**src/rtl/lsu_pkg.sv**
```systemverilog
// Shared encodings and helpers for the load/store unit.
// Size codes, FSM state codes, and the lane-mask and request-check functions.
package lsu_pkg;

  localparam logic [1:0] SZ_B   = 2'b00;
  localparam logic [1:0] SZ_H   = 2'b01;
  localparam logic [1:0] SZ_W   = 2'b10;
  localparam logic [1:0] SZ_RSV = 2'b11;

  typedef logic [1:0] state_t;

  localparam state_t ST_IDLE = 2'd0;
  localparam state_t ST_LO   = 2'd1;
  localparam state_t ST_HI   = 2'd2;
  localparam state_t ST_RESP = 2'd3;

  function automatic logic [3:0] szmask(input logic [1:0] size);
    logic [3:0] m;
    case (size)
      SZ_B:    m = 4'h1;
      SZ_H:    m = 4'h3;
      SZ_W:    m = 4'hF;
      default: m = 4'h0;
    endcase
    return m;
  endfunction

  // A reserved size is always an error; alignment matters only when splitting is disabled.
  function automatic logic req_err(input logic [1:0] size, input logic [1:0] off,
                                   input logic allow_misaligned);
    logic misaligned;
    case (size)
      SZ_H:    misaligned = off[0];
      SZ_W:    misaligned = |off;
      default: misaligned = 1'b0;
    endcase
    return (size == SZ_RSV) || (!allow_misaligned && misaligned);
  endfunction

endpackage

```
**src/rtl/lsu_align.sv**
```systemverilog
// Lane steering for the load/store unit: store strobes and data shifted to byte
// lanes across two words, and load-data merge, right-shift and extension.
module lsu_align
  import lsu_pkg::*;
(
  input  logic [1:0]  size,
  input  logic [1:0]  off,
  input  logic        is_unsigned,
  input  logic [31:0] wdata,
  input  logic [31:0] lo_buf,
  input  logic [31:0] mem_rdata,
  output logic [7:0]  strobe8,
  output logic [63:0] wdata64,
  output logic        split,
  output logic [31:0] load_data
);

  logic [63:0] rd64;
  logic [31:0] rd_sh;

  always_comb begin
    strobe8 = {4'b0000, szmask(size)} << off;
    wdata64 = {32'b0, wdata} << {off, 3'b000};
    split   = |strobe8[7:4];
    // Split loads: the low word was buffered during HI, the high word is live now.
    rd64    = split ? {mem_rdata, lo_buf} : {32'b0, mem_rdata};
    rd_sh   = 32'(rd64 >> {off, 3'b000});
    case (size)
      SZ_B:    load_data = is_unsigned ? {24'b0, rd_sh[7:0]}
                                       : {{24{rd_sh[7]}}, rd_sh[7:0]};
      SZ_H:    load_data = is_unsigned ? {16'b0, rd_sh[15:0]}
                                       : {{16{rd_sh[15]}}, rd_sh[15:0]};
      default: load_data = rd_sh;
    endcase
  end

endmodule

```
**src/rtl/lsu.sv**
```systemverilog
// Load/store unit in front of the word-addressed memory: one request at a time,
// split into up to two word accesses, single completion pulse per request.
module lsu
  import lsu_pkg::*;
#(
  parameter bit ALLOW_MISALIGNED = 1'b1,
  parameter int WORD_ADDR_W      = 30
) (
  input  logic                   clk,
  input  logic                   rst,
  input  logic                   req_valid,
  output logic                   req_ready,
  input  logic                   req_is_store,
  input  logic [1:0]             req_size,
  input  logic                   req_unsigned,
  input  logic [31:0]            req_addr,
  input  logic [31:0]            req_wdata,
  output logic                   resp_valid,
  output logic                   resp_err,
  output logic [31:0]            resp_rdata,
  output logic                   mem_en,
  output logic                   mem_we,
  output logic [3:0]             mem_wstrb,
  output logic [WORD_ADDR_W-1:0] mem_addr,
  output logic [31:0]            mem_wdata,
  input  logic [31:0]            mem_rdata
);

  state_t      state_q, state_d;
  logic [31:0] addr_q, addr_d;
  logic [1:0]  size_q, size_d;
  logic        uns_q, uns_d;
  logic        st_q, st_d;
  logic [31:0] wdata_q, wdata_d;
  logic        err_q, err_d;
  logic [31:0] lo_buf_q, lo_buf_d;

  logic                   accept;
  logic [WORD_ADDR_W-1:0] word_idx;
  logic [7:0]             strobe8;
  logic [63:0]            wdata64;
  logic                   split;
  logic [31:0]            load_data;

  assign req_ready = (state_q == ST_IDLE) && !rst;
  assign accept    = req_valid && req_ready;
  assign word_idx  = addr_q[WORD_ADDR_W+1:2];

  lsu_align u_align (
    .size        (size_q),
    .off         (addr_q[1:0]),
    .is_unsigned (uns_q),
    .wdata       (wdata_q),
    .lo_buf      (lo_buf_q),
    .mem_rdata   (mem_rdata),
    .strobe8     (strobe8),
    .wdata64     (wdata64),
    .split       (split),
    .load_data   (load_data)
  );

  always_comb begin
    state_d  = state_q;
    addr_d   = addr_q;
    size_d   = size_q;
    uns_d    = uns_q;
    st_d     = st_q;
    wdata_d  = wdata_q;
    err_d    = err_q;
    lo_buf_d = lo_buf_q;
    case (state_q)
      ST_IDLE: begin
        if (accept) begin
          addr_d  = req_addr;
          size_d  = req_size;
          uns_d   = req_unsigned;
          st_d    = req_is_store;
          wdata_d = req_wdata;
          err_d   = req_err(req_size, req_addr[1:0], ALLOW_MISALIGNED);
          state_d = err_d ? ST_RESP : ST_LO;
        end
      end
      ST_LO:   state_d = split ? ST_HI : ST_RESP;
      ST_HI: begin
        lo_buf_d = mem_rdata;
        state_d  = ST_RESP;
      end
      ST_RESP: state_d = ST_IDLE;
      default: state_d = ST_IDLE;
    endcase
  end

  always_ff @(posedge clk) begin
    if (rst) begin
      state_q  <= ST_IDLE;
      addr_q   <= '0;
      size_q   <= '0;
      uns_q    <= 1'b0;
      st_q     <= 1'b0;
      wdata_q  <= '0;
      err_q    <= 1'b0;
      lo_buf_q <= '0;
    end else begin
      state_q  <= state_d;
      addr_q   <= addr_d;
      size_q   <= size_d;
      uns_q    <= uns_d;
      st_q     <= st_d;
      wdata_q  <= wdata_d;
      err_q    <= err_d;
      lo_buf_q <= lo_buf_d;
    end
  end

  // Loads never assert strobes; the high access wraps at the top of the word space.
  always_comb begin
    mem_en    = 1'b0;
    mem_we    = 1'b0;
    mem_wstrb = 4'b0000;
    mem_addr  = '0;
    mem_wdata = '0;
    case (state_q)
      ST_LO: begin
        mem_en    = 1'b1;
        mem_we    = st_q;
        mem_addr  = word_idx;
        mem_wstrb = st_q ? strobe8[3:0] : 4'b0000;
        mem_wdata = wdata64[31:0];
      end
      ST_HI: begin
        mem_en    = 1'b1;
        mem_we    = st_q;
        mem_addr  = word_idx + WORD_ADDR_W'(1);
        mem_wstrb = st_q ? strobe8[7:4] : 4'b0000;
        mem_wdata = wdata64[63:32];
      end
      default: ;
    endcase
  end

  assign resp_valid = (state_q == ST_RESP);
  assign resp_err   = resp_valid && err_q;
  assign resp_rdata = (resp_valid && !err_q && !st_q) ? load_data : 32'b0;

endmodule

```
**config.mk**
```make
export PLATFORM = sky130hd
export DESIGN_NAME = lsu
export DESIGN_NICKNAME = d
export VERILOG_FILES = /design/src/rtl/lsu_pkg.sv /design/src/rtl/lsu_align.sv /design/src/rtl/lsu.sv
export SDC_FILE = /design/constraint.sdc
export NUM_CORES = 1
export LEC_CHECK = 0
export CORE_MARGIN = 5
export CORE_UTILIZATION = 53
export CTS_CLUSTER_SIZE = 16
export DETAILED_ROUTE_END_ITERATION = 7
export PLACE_DENSITY = 0.87
export SETUP_SLACK_MARGIN = 0.4
export SLEW_MARGIN = 10
export SYNTH_ARGS = -nofsm -noshare
export SYNTH_HDL_FRONTEND = slang
export SYNTH_SLANG_ARGS = --single-unit
export TNS_END_PERCENT = 1
```
**constraint.sdc**
```tcl
create_clock -name clk -period 6.7 [get_ports clk]
set_input_delay 0.67 -clock clk [delete_from_list [all_inputs] [get_ports clk]]
set_output_delay 0.67 -clock clk [all_outputs]
set_load 0.1 [all_outputs]
```
==> run_results.csv <==
group,metric,value,unit
power,combPwrFrac,54.5,%
global_routing,gr-usage-met2,47.0,%
global_routing,grt_max_degree,119,
logic_synthesis,yosys_warnings,0,
clocking,cts-hold-fix-buffers,0,
setup_path,rr_endpoint,"addr_q[17]",
timing,drv_slew,0,
timing,finalSetupTns,0,ns
setup_path,cp_max_fo,32,
logic_synthesis,synth_fa_ha_area_share,1.50,%
timing,min_period_over_period,76.6,%
floorplanning,rows,43,
floorplanning,dieArea,16600,um^2
setup_path,worst_path_max_delay_cell,"clkdlybuf4s50_1",
clocking,clock_path_buffers,2,
setup_path,arrival,4.46,ns
logic_synthesis,ys_seq_elements,95,
setup_path,start_kind,"register",
clocking,cts_resized,0,
placement,dpl.hpwl,18.0,mm
global_routing,grt_remaining_overflow,0,
timing,fmax,0.195,GHz
setup_path,regToRegSetupSlack,4.12,ns
logic_synthesis,synth_xor_area_share,0.234,%
placement,place_congestion,0.951,
logic_synthesis,netlist_area,7480,um^2
clocking,cts.sinks,95,
job,max-cap-violations,0,
clocking,htreeDepth,3,
setup_path,timing.critical_path.from,"state_q[1]",
detailed_routing,viasPerCell,6.43,
clocking,path_clk_slew,0.07,ns
global_routing,grt_pass1_wl,41.4,mm
setup_path,path_cells,"inv_1 -> ha_1 -> nand2_1 -> or4_1 -> o31ai_1 -> clkdlybuf4s50_1",
detailed_routing,wl_per_cell,19.8,um
setup_path,endpoint,"mem_addr[28]",
clocking,post_cts_buffers,0,
power,swShare,51.1,%
power,clkPwrFrac,17.9,%
clocking,tritoncts,"built",
timing,rsz0062_at_grt,"false",
timing,hold_violations,0,
logic_synthesis,synthSimpleGateAreaFrac,28.3,%
logic_synthesis,ys_async_sr_fraction,0,%
logic_synthesis,synth_compound_area_share,28.5,%
global_routing,antenna_found_initial,1,
clocking,cts-buffers-inserted,9,
floorplanning,io_pins,206,
logic_synthesis,synth_edf_count,0,
logic_synthesis,synthFlopType,"dfxtp_1",
worst_hold_path,worstHoldPathType,"register to register",
global_routing,grt_usage,30.9,%
setup_path,critical_path.endpoint_type,"primary output",
setup_path,path_class,"register to primary output",
logic_synthesis,synth.mux.area_fraction,10.3,%
logic_synthesis,synth_nets,1129,
timing,finClkSkew,0.00443,ns
placement,io_buffer_count,205,
layout,layout-drive-gt1-share,4.27,%
timing,fin_crit,5.13,ns
layout,final_cell_mix,"204 x clkdlybuf4s50_1, 137 x nand2_1, 93 x dfxtp_1",
detailed_routing,drc_errors,0,
detailed_routing,firstDrtPassIters,8,
floorplanning,die_width,129,um
layout,utilization,70.2,%
timing,slew_headroom,20.7,%
detailed_routing,vias,8557,
floorplanning,core,13900,um^2
global_routing,grt_pass1_vias,7877,
power,p_leak,3.31,nW
logic_synthesis,ys_types,57,
logic_synthesis,syn_area_per_cell,7.36,um^2
layout,final_common_cell,"clkdlybuf4s50_1",
floorplanning,initial_core_util,53.9,%
logic_synthesis,syn_inst,1017,
power,seqPwrFrac,27.6,%
timing,whs,0.488,ns
power,p_int,0.00147,W
clocking,cts-root-buf,"clkbuf_16",
timing,worst_pin_slew,1.19,ns
setup_path,r2r-start,"state_q[0]",
setup_path,cp_data_required_time,6.03,ns
logic_synthesis,synth-seq-area-share,25.4,%
setup_path,cpPeakStageDelay,1.19,ns
power,p_sw,0.00153,W
detailed_routing,drt_iter0_markers,1194,
floorplanning,fp.dieH,129,um
power,power.density,308,nW/um^2
global_routing,grtUsageMet1,41.0,%
status,run_status,"complete, no violations",
layout,nNetsFinal,1255,
power,ir_drop,0.210,mV
global_routing,use_met3,6.68,%
detailed_routing,ant_nets,0,
detailed_routing,drt-total-wl,26.4,mm
global_routing,grt.busiest_layer,"met2",
timing,final-setup-viol-count,0,
logic_synthesis,synth_top_family_by_area,"compound AO/OA/AOI/OAI gates",
setup_path,reg2reg_depth,6,
layout,syn2layout_area_growth,30.1,%
clocking,clock_latency,0.36,ns
==> routing by layer <==
metal	wire length [um]	share of wire, %
met5	0	0
met1	10800	41
met3	2640	10
met4	1270	4.8
met2	11700	44
==> worst max-delay path, delay by kind of cell (launching register included) <==
| family | cells | cell delay [ns] |
|---|---|---|
| AO/OA/AOI/OAI | 1 | 0.25 |
| adder cells (fa/ha/maj) | 1 | 0.86 |
| buffers and inverters | 2 | 1.28 |
| flip-flops | 1 | 0.40 |
| AND/OR/NAND/NOR | 2 | 1.32 |
==> cells in the mapped netlist (all sizes together) (17+ instances only) <==
cell type	n	share of area, %
nand2	137	6.9
dfxtp	95	25
o21ai	80	5.3
nand2b	79	6.6
mux2i	70	9.4
clkbuf	66	3.3
nor2	50	2.5
a21oi	40	2.7
buf	32	1.9
and3	23	1.9
nor2b	23	1.9
o31ai	22	2.2
nand3	20	1.3
a31oi	19	1.6
and2	19	1.6
a211oi	18	1.8
a22oi	18	1.8
nor3	18	1.2
o2bb2ai	17	2.0
==> area by class of cell <==
class	count	area, um^2
Antenna cell	2	5.00
Timing Repair Buffer	213	2110
Clock buffer	10	229
Tap cell	180	225
Sequential cell	95	1910
Clock inverter	6	68.8
Fill cell	1156	4140
Multi-Input combinational cell	813	5150
Inverter	11	41.3
==> logic make-up after synthesis <==
group	count (synthesis)
flops	95
compound gates	313
mux	76
xor+xnor	2
fa+ha+maj	9
buf+inv	109
simple gates	413
==> metrics by stage <==
| step | std cells | cell area, um^2 | total power (W) | setup WS, ns |
|---|---|---|---|---|
| after floorplan | 1017 | 7480 | 0.00203 | 1.07 |
| after global placement | 1312 | 9440 | 0.00241 | 2.06 |
| after detailed placement | 1312 | 9440 | 0.00244 | 1.98 |
| after CTS | 1328 | 9730 | 0.00297 | 1.57 |
| after global routing | 1329 | 9740 | 0.00313 | 1.43 |
| final | 1330 | 9740 | 0.00300 | 1.57 |
==> power by group through the flow <==
stage	Clock, W	Sequential [W]	Combinational [W]
after floorplan	0	0.000777	0.00125
after global placement	0	0.000825	0.00158
after detailed placement	0	0.000831	0.00160
after CTS	0.000541	0.000821	0.00161
after global routing	0.000559	0.000843	0.00173
final	0.000538	0.000828	0.00163
==> flip-flops by register name, indices dropped and copies added (netlist names) <==
register and flops:
err_q 1, uns_q 1, lo_buf_q 24, addr_q 32, size_q 2, st_q 1, wdata_q 32, state_q 2
==> worst min-delay path by stage <==
stage / cells past startpoint / from / endpoint
3_3_place_gp: 2 / err_q / err_q
3_5_place_dp: 2 / err_q / err_q
4_1_cts: 2 / err_q / err_q
2_1_floorplan: 2 / err_q / err_q
6_report: 2 / err_q / err_q
5_1_grt: 2 / err_q / err_q
No activity file was read; power rests on OpenSTA's default activity.
